===== src/rtl/matrix_pkg.sv =====
// Shared types for the matrix-engine side blocks: result geometry, FSM state encodings
// and the element-slice helper used to pick one element out of a packed row.
package matrix_pkg;
  localparam int BATCH_SIZE          = 8;
  localparam int LOG_BATCH_SIZE      = 3;
  localparam int OUTPUT_FEATURES     = 8;
  localparam int LOG_OUTPUT_FEATURES = 3;
  localparam int OUTPUT_WIDTH        = 16;
  localparam int ROW_WIDTH           = OUTPUT_FEATURES * OUTPUT_WIDTH;

  typedef enum logic {
    FILL  = 1'b0,
    DRAIN = 1'b1
  } state_e;

  typedef logic [ROW_WIDTH-1:0]           row_t;
  typedef logic [OUTPUT_WIDTH-1:0]        elem_t;
  typedef logic [LOG_BATCH_SIZE-1:0]      row_idx_t;
  typedef logic [LOG_OUTPUT_FEATURES-1:0] col_idx_t;

  // Column 0 sits in the LSBs of a packed row.
  function automatic int elem_lsb(input col_idx_t idx);
    return int'(idx) * OUTPUT_WIDTH;
  endfunction
endpackage


===== src/rtl/matrix_result_drain_if.sv =====
// Row-write port from the engine plus the element stream toward the host/DMA side.
// The drain block is the slave; the engine/host side is the master.
interface matrix_result_drain_if;
  import matrix_pkg::*;

  logic     wrEn;
  row_idx_t wrAddr;
  row_t     wrData;
  logic     outValid;
  logic     outReady;
  elem_t    outData;
  row_idx_t outRow;
  col_idx_t outCol;
  logic     outLast;
  logic     busy;
  logic     done;
  logic     overrun;

  modport master (
    output wrEn, wrAddr, wrData, outReady,
    input  outValid, outData, outRow, outCol, outLast, busy, done, overrun
  );

  modport slave (
    input  wrEn, wrAddr, wrData, outReady,
    output outValid, outData, outRow, outCol, outLast, busy, done, overrun
  );
endinterface


===== src/rtl/result_row_buffer.sv =====
// BATCH_SIZE x row register array: one synchronous write port, combinational row read.
// Contents are deliberately not reset; every row is rewritten before it is drained.
module result_row_buffer
  import matrix_pkg::*;
(
  input  logic     clk,
  input  logic     i_wr_en,
  input  row_idx_t i_wr_addr,
  input  row_t     i_wr_data,
  input  row_idx_t i_rd_addr,
  output row_t     o_rd_data
);
  row_t r_mem [BATCH_SIZE];

  always_ff @(posedge clk) begin
    if (i_wr_en) begin
      r_mem[i_wr_addr] <= i_wr_data;
    end
  end

  assign o_rd_data = r_mem[i_rd_addr];
endmodule


===== src/rtl/matrix_result_drain.sv =====
// Captures engine result rows, then streams the full M x O matrix row-major, one element
// per valid/ready handshake; writes arriving while draining are dropped and flagged.
module matrix_result_drain
  import matrix_pkg::*;
(
  input  logic                 clk,
  input  logic                 rst,
  matrix_result_drain_if.slave bus
);
  localparam row_idx_t LAST_ROW = row_idx_t'(BATCH_SIZE - 1);
  localparam col_idx_t LAST_COL = col_idx_t'(OUTPUT_FEATURES - 1);

  state_e                r_state;
  logic [BATCH_SIZE-1:0] r_written;
  row_idx_t              r_row;
  col_idx_t              r_col;
  logic                  r_done;
  logic                  r_overrun;

  logic                  w_drain;
  logic                  w_last;
  logic                  w_wr_fill;
  logic [BATCH_SIZE-1:0] w_written_nxt;
  row_t                  w_rd_row;

  assign w_drain   = (r_state == DRAIN);
  assign w_last    = w_drain && (r_row == LAST_ROW) && (r_col == LAST_COL);
  assign w_wr_fill = bus.wrEn && !w_drain;

  // Includes this cycle's write so the last row written launches the drain immediately.
  always_comb begin
    w_written_nxt = r_written;
    if (w_wr_fill) begin
      w_written_nxt[bus.wrAddr] = 1'b1;
    end
  end

  result_row_buffer u_buf (
    .clk       (clk),
    .i_wr_en   (w_wr_fill),
    .i_wr_addr (bus.wrAddr),
    .i_wr_data (bus.wrData),
    .i_rd_addr (r_row),
    .o_rd_data (w_rd_row)
  );

  always_ff @(posedge clk) begin
    if (rst) begin
      r_state   <= FILL;
      r_written <= '0;
      r_row     <= '0;
      r_col     <= '0;
      r_done    <= 1'b0;
      r_overrun <= 1'b0;
    end else begin
      r_done <= 1'b0;
      if (bus.wrEn && w_drain) begin
        r_overrun <= 1'b1;
      end
      case (r_state)
        FILL: begin
          r_written <= w_written_nxt;
          if (&w_written_nxt) begin
            r_state <= DRAIN;
          end
        end
        DRAIN: begin
          if (bus.outReady) begin
            if (w_last) begin
              r_state   <= FILL;
              r_written <= '0;
              r_row     <= '0;
              r_col     <= '0;
              r_done    <= 1'b1;
            end else if (r_col == LAST_COL) begin
              r_col <= '0;
              r_row <= r_row + 1'b1;
            end else begin
              r_col <= r_col + 1'b1;
            end
          end
        end
        default: r_state <= FILL;
      endcase
    end
  end

  // Stream fields are gated to zero whenever no element is offered.
  assign bus.outValid = w_drain;
  assign bus.outData  = w_drain ? w_rd_row[elem_lsb(r_col) +: OUTPUT_WIDTH] : '0;
  assign bus.outRow   = w_drain ? r_row : '0;
  assign bus.outCol   = w_drain ? r_col : '0;
  assign bus.outLast  = w_last;
  assign bus.busy     = w_drain;
  assign bus.done     = r_done;
  assign bus.overrun  = r_overrun;
endmodule

===== src/flat_wrapper.sv =====
// flat-port wrapper written by rule: the top's interface ports become plain ports
module matrix_result_drain_flat import matrix_pkg::*;
  (clk, rst, bus_wrEn, bus_wrAddr, bus_wrData, bus_outReady, bus_outValid, bus_outData, bus_outRow, bus_outCol, bus_outLast, bus_busy, bus_done, bus_overrun);
  matrix_result_drain_if bus_i ();
  input  logic clk;
  input  logic rst;
  input wire logic [$bits(bus_i.wrEn)-1:0] bus_wrEn;
  input wire logic [$bits(bus_i.wrAddr)-1:0] bus_wrAddr;
  input wire logic [$bits(bus_i.wrData)-1:0] bus_wrData;
  input wire logic [$bits(bus_i.outReady)-1:0] bus_outReady;
  output wire logic [$bits(bus_i.outValid)-1:0] bus_outValid;
  output wire logic [$bits(bus_i.outData)-1:0] bus_outData;
  output wire logic [$bits(bus_i.outRow)-1:0] bus_outRow;
  output wire logic [$bits(bus_i.outCol)-1:0] bus_outCol;
  output wire logic [$bits(bus_i.outLast)-1:0] bus_outLast;
  output wire logic [$bits(bus_i.busy)-1:0] bus_busy;
  output wire logic [$bits(bus_i.done)-1:0] bus_done;
  output wire logic [$bits(bus_i.overrun)-1:0] bus_overrun;
  assign bus_i.wrEn = bus_wrEn;
  assign bus_i.wrAddr = bus_wrAddr;
  assign bus_i.wrData = bus_wrData;
  assign bus_i.outReady = bus_outReady;
  assign bus_outValid = bus_i.outValid;
  assign bus_outData = bus_i.outData;
  assign bus_outRow = bus_i.outRow;
  assign bus_outCol = bus_i.outCol;
  assign bus_outLast = bus_i.outLast;
  assign bus_busy = bus_i.busy;
  assign bus_done = bus_i.done;
  assign bus_overrun = bus_i.overrun;
  matrix_result_drain u_core (.clk(clk), .rst(rst), .bus(bus_i));
endmodule

===== config.mk =====
export PLATFORM = sky130hd
export DESIGN_NAME = matrix_result_drain_flat
export DESIGN_NICKNAME = d
export VERILOG_FILES = /design/src/rtl/matrix_pkg.sv /design/src/rtl/matrix_result_drain_if.sv /design/src/rtl/result_row_buffer.sv /design/src/rtl/matrix_result_drain.sv /design/src/flat_wrapper.sv
export SDC_FILE = /design/constraint.sdc
export NUM_CORES = 1
export LEC_CHECK = 0
export ABC_AREA = 0
export ABC_CLOCK_PERIOD_IN_PS = 17850
export CAP_MARGIN = 20
export CORE_MARGIN = 1
export CORE_UTILIZATION = 50
export CTS_CLUSTER_DIAMETER = 80
export DETAILED_ROUTE_END_ITERATION = 16
export HOLD_SLACK_MARGIN = 0.05
export PLACE_DENSITY = 0.68
export SETUP_SLACK_MARGIN = 0.05
export SLEW_MARGIN = 15
export SYNTH_ARGS = -nofsm -noshare
export SYNTH_HDL_FRONTEND = slang
export SYNTH_SLANG_ARGS = --single-unit

===== constraint.sdc =====
create_clock -name clk -period 17.85 [get_ports clk]
set_clock_uncertainty 0.15 [all_clocks]
set_input_delay 1.785 -clock clk [delete_from_list [all_inputs] [get_ports clk]]
set_output_delay 1.785 -clock clk [all_outputs]
set_load 0.005 [all_outputs]

## Word-level counts from Yosys, hierarchy flattened

Memory sizes are Yosys's and may differ from the RTL's. A register that Yosys moved wholly into a read port is not among the register bits.
Cells that the tools add are included.

- Bits in registers: 17
- RAM bits: 1024
- Bits of input ports: 135
- Logic and storage cells: 53
- Memories kept: 1

Memory list:

| memory | depth | bits a word | rd ports | clocked after Yosys merged registers in | write ports | line | RTL |
|---|---|---|---|---|---|---|---|
| u_core.u_buf.r_mem | 8 | 128 | 1 | 1 | 1 | result_row_buffer.sv:13 | `row_t r_mem [BATCH_SIZE];` |

- Add/subtract/negate cells: 2
- Magnitude comparators: 2
- Equality and inequality tests: 4
- Shift-type cells: 1
- Mux-type cells: 22
- Bitwise gates (word level): 3
- Reduce and logical (&&, ||, !) cells: 12

Operators by type and width:

| kind | number |
|---|---|
| $shiftx 128x8->16 | 1 |
| $mux 3 | 8 |
| $mux 8 | 3 |
| $mux 16 | 1 |
| $pmux 8 s2 | 1 |
| $or 8x8->8 | 1 |
| $reduce_and 8->1 | 1 |
| $mux 1 | 7 |
| $add 3x1->3 const B | 2 |
| $eq 3x3->1 const B | 2 |
| $logic_and 1x1->1 | 5 |
| $lt 3x4->1 const B | 1 |
| $ne 2x2->1 const B | 2 |
| $reduce_and 2->1 | 2 |
| $demux 1 s3 | 1 |
| $ge 3x1->1 const B | 1 |
| $reduce_and 3->1 | 1 |
| $reduce_or 3->1 | 1 |
| $not 1->1 | 2 |
| $pmux 1 s2 | 1 |
| $reduce_bool 2->1 | 1 |
| $logic_not 1->1 | 1 |

## Logic depth before layout (Yosys ltp)

- Word-level depth: 9
- Mapped depth: 9
- Gate-level depth less buffers: 6

## By module

Synthesis repeated with hierarchy kept, for this count alone.

- Cells, all modules: 1669
- Area, all modules: 40891.7 µm²

By module, submodules not included:

| module | instances | cells an instance | area an instance (µm²) | sequential area each (µm²) |
|---|---|---|---|---|
| result_row_buffer | 1 | 1492 | 38992.4 | 30749.5 |
| matrix_result_drain | 1 | 177 | 1899.3 | 340.3 |

## Worst setup path before layout

Ideal clock, no wire load.

- Kind: input to register
- From: input bus_wrAddr[0]
- To: register u_core.r_state (netlist: u_core.bus.busy)
- Arrival: 8611 ps
- Required time: 17603 ps
- Path slack: 8992 ps
- Stages: 5
- Path buffers: 0
- Cell sequence: nor3b_1 -> nand2_1 -> nor2_1 -> a21boi_0 -> o31ai_1

- Longest elaborated chain between the ends: 9
- Elaborated cells on any way between the ends: 10
- Classes of those cells: order compare: 2; mux: 5; bitwise: 1; reduce/logical: 2

Ends and longest elaborated chain:

| element | line | RTL |
|---|---|---|
| from (decl) | flat_wrapper.sv:8 | `input wire logic [$bits(bus_i.wrAddr)-1:0] bus_wrAddr;` |
| $lt 3x4->1 (implied by the code) / $ge 3x1->1 (equally long branches) | matrix_result_drain.sv:34 | `w_written_nxt[bus.wrAddr] = 1'b1;` |
| $logic_and 1x1->1 (implied by the code) | matrix_result_drain.sv:34 |  |
| $mux 1 (implied by the code) | matrix_result_drain.sv:34 |  |
| $demux 1 s3 (*) | n/a |  |
| $or 8x8->8 (no source line) (*) | n/a |  |
| $mux 8 (*) | matrix_result_drain.sv:33 | `if (w_wr_fill) begin` |
| $reduce_and 8->1 (*) | matrix_result_drain.sv:63 | `if (&w_written_nxt) begin` |
| $mux 1 (*) | matrix_result_drain.sv:63 |  |
| $pmux 1 s2 (*) | matrix_result_drain.sv:60 | `case (r_state)` |
| to (signal assigned) | matrix_result_drain.sv:49 | `r_state <= FILL;` |
| to (signal assigned) | matrix_result_drain.sv:64 | `r_state <= DRAIN;` |
| to (signal assigned) | matrix_result_drain.sv:70 | `r_state <= FILL;` |
| to (decl) | matrix_result_drain.sv:13 | `state_e r_state;` |

Every way passes the cells marked *; elsewhere a longest branch is shown, timed or not.
A chain may end at the register's enable or synchronous reset.

==> flow_summary.yaml <==
clock_network:
  cts_root_buf: "clkbuf_16"
  path_clk_slew_ns: 0.06
  post_cts_resized: 0
  ctsHoldBuffers: 0
  numCtsBuffers: 104
  cts_setup_buffers: 0
  clock_latency_ns: 0.67
  h-tree-depth: 3
  cts_buffer_depth: 3
  cts_sinks: 1044
  cts_tree: "yes"
floorplanning:
  fp.dieH_um: 284.5
  initial_core_util: 0.5052
  core_mm2: 0.07900
  dieArea_mm2: 0.08095
  io_pins: 162
  die_w_um: 284.5
  std_cell_rows: 103
setup_path:
  crit_path_max_incr_delay_ns: 0.91
  reg2reg_depth: 4
  timing.rr.end: "u_core.u_buf.r_mem[6][53]"
  worst-path-buf-inv: 3
  r2r_start: "u_core.bus.busy"
  crit_type: "reg -> out"
  crit_slowest_cell: "buf_4"
  cp_top_family: "buffers and inverters"
  startpoint_type: "flip-flop"
  arrival_ns: 5.18
  ff2ff_setup_slack_ns: 13.63
  endpoint_kind: "output pin"
  path_cells: "buf_12 -> buf_4 -> mux4_2 -> mux2i_1 -> a21oi_1 -> a22o_1 -> clkdlybuf4s50_1"
  worstPathRequired_ns: 15.91
  crit_path_max_fanout: 120
grt:
  busiest_layer: "met2"
  grt_pass1_vias: 19560
  grt_pass1_wl_um: 132000
  met1_usage: 0.3044
  grt_max_degree: 131
  use_met3: 0.05000
  use_met2: 0.3684
  grt_usage: 0.2261
  grt.overflow.total: 0
  antenna_found_initial: 18
power_and_ir_drop:
  power.total_w: 0.005092
  combPwrFrac: 0.025
  switching_share: 0.1958
  power_frac_clock: 0.426
  power.internal_w: 0.004095
  pwr_density_cell_mw_per_mm2: 110.8
  sequentialPowerShare: 0.548
  peakVddDrop_v: 0.0001102
  switchingPower_w: 0.0009969
  power.leakage_nw: 13.83
routing:
  drtIter0Drc: 1735
  postRouteAntennaNets: 0
  wl_per_cell_um: 29.03
  drt-vias-per-instance: 6.060
  firstDrtPassIters: 5
  via_count: 18890
  drc: 0
  drt-total-wl_um: 90490
synthesis:
  yosysUniqueCellTypes: 52
  synth.top_cell.area_share: 0.7705
  synth_warnings: 0
  netlist_area_mm2: 0.03991
  yosys_most_used_dff: "edfxtp_1"
  synth_fp_nets: 1910
  ys_ff_latch: 1044
  syn_area_per_cell_um2: 22.53
  syn_inst: 1771
  synth_commonest_cells: "edfxtp_1 (1,024), mux4_2 (244), mux2i_1 (79)"
  yosys-top-cells-area: "edfxtp_1 (77%), mux4_2 (14%), mux2i_1 (2.0%), dfxtp_1 (1.0%), buf_4 (0.58%)"
  synth_most_common_cell: "edfxtp_1"
  async_flop_share: 0
  seq_area_frac_synth: 0.7806
  yosys.area.top_type: "edfxtp_1"
  synth_edf_count: 1024
timing:
  setup_viol: 0
  worstMarginPinSlew_ns: 1.057
  finalHoldViolations: 0
  setup-tns-final_ns: 0
  post-route-min-period_ns: 7.113
  final.setup.worst_slack_ns: 10.74
  fin_crit_sh: 0.3985
  fmax_ghz: 0.1406
  rsz0062_at_grt: "no"
  slew_headroom: 0.2955
  drv_slew: 0
worst_hold_path:
  hp-start: "u_core.r_written[5]"
  hold_end: "u_core.r_written[5]"
  min_path_type: "reg -> reg"
  holdPathStages: 2
layout:
  syn_to_final_growth_pct: 15.20
  nets: 2114
  fin_cells: 3117
  drive_above_1_share: 0.2161
  postLayoutCellArea_mm2: 0.04597
placed_design:
  place_area_mm2: 0.04256
  dp_hpwl_um: 50150
  routabilityCongestion: 0.7815
  dp_slack_ns: 11.25
  io_buffers: 161
  post-place-cells: 2919
run:
  cap_violations: 0
outcome:
  status: "finished clean"
metal layers:
layer  routed length [µm]  vias up
li1                     -     7962
met1                35710     9984
met2                45220      760
met3                 6934      169
met4                 2533       14
met5                   88        -
stage by stage:
stage | utilization | hold WS (ns)
2_1_floorplan | - | 0.2861
3_3_place_gp | 0.5385 | 0.2945
3_5_place_dp | 0.5387 | 0.2995
4_1_cts | 0.5817 | 0.3082
5_1_grt | 0.5818 | 0.3478
6_report | 0.5819 | 0.3064
flip-flops by register name (all words and copies together), names as in the netlist, named ones only:
signal	count
u_core.bus.overrun	1
u_core.r_written	8
u_core.bus.busy	1
u_core.r_row	3
u_core.u_buf.r_mem	1024
u_core.r_col	3
u_core.bus.done	1
area by class of cell:
type | instances | area [µm²]
Multi-Input combinational cell | 630 | 8175
Sequential cell | 1044 | 31160
Tap cell | 1050 | 1314
Timing Repair Buffer | 192 | 1889
Clock buffer | 127 | 2710
Fill cell | 5631 | 33030
Antenna cell | 8 | 20.02
Clock inverter | 63 | 685.7
Inverter | 3 | 16.27
power groups by stage:
| stage | Clock (W) | Sequential (W) | Combinational (W) |
|---|---|---|---|
| detailed placement | 0 | 0.00284 | 0.000130 |
| CTS | 0.00220 | 0.00279 | 0.000130 |
| floorplan | 0 | 0.00284 | 0.0000467 |
| global placement | 0 | 0.00284 | 0.000125 |
| global route | 0.00229 | 0.00280 | 0.000137 |
| finish | 0.00217 | 0.00279 | 0.000128 |
how the worst max path moves through the flow:
stage,start,end,slack [ns],depth (start not counted)
floorplan,bus_wrAddr[0],u_core.bus.busy,8.99,5
global placement,flip-flop,bus_outData[8],11.30,7
detailed placement,flip-flop,bus_outData[8],11.25,7
CTS,flip-flop,bus_outData[8],10.54,7
global route,flip-flop,bus_outData[8],10.31,7
finish,flip-flop,bus_outData[8],10.74,7
worst reg2reg max path: cells and delay by family (launching register included):
| family | cells | cell delay [ns] |
|---|---|---|
| AND/OR/NAND/NOR | 2 | 1.59 |
| buffers and inverters | 2 | 1.53 |
| flip-flops | 1 | 0.52 |
layout by cell type (no fill, tap or decap), types with 5 or more instances in the layout:
cell / count
a21oi_1: 35
nor3_1: 11
nor2_1: 31
mux2i_1: 79
a22oi_1: 10
o211ai_1: 5
o22ai_1: 37
diode_2: 8
dfxtp_1: 17
clkdlybuf4s50_1: 161
clkbuf_16: 105
o21ai_0: 22
bufinv_16: 13
a211oi_1: 11
mux4_2: 244
clkinv_1: 17
edfxtp_1: 1024
a221oi_1: 10
clkbuf_1: 22
buf_4: 27
o21ai_1: 5
nand2b_1: 6
nand2_1: 42
clkinv_2: 22
nand3_1: 12
and2_1: 7
logic make-up (layout without fill, tap and decap cells):
kind of cell	after synthesis	count (layout)	share of synthesized area
mux	328	328	0.1597
flops	1044	1044	0.7806
buf+inv	97	385	0.01577
compound gates	161	161	0.02615
simple gates	137	137	0.01659
fa+ha+maj	4	4	0.001254
other cells	0	8	0
No activity file was read; power rests on OpenSTA's default activity.
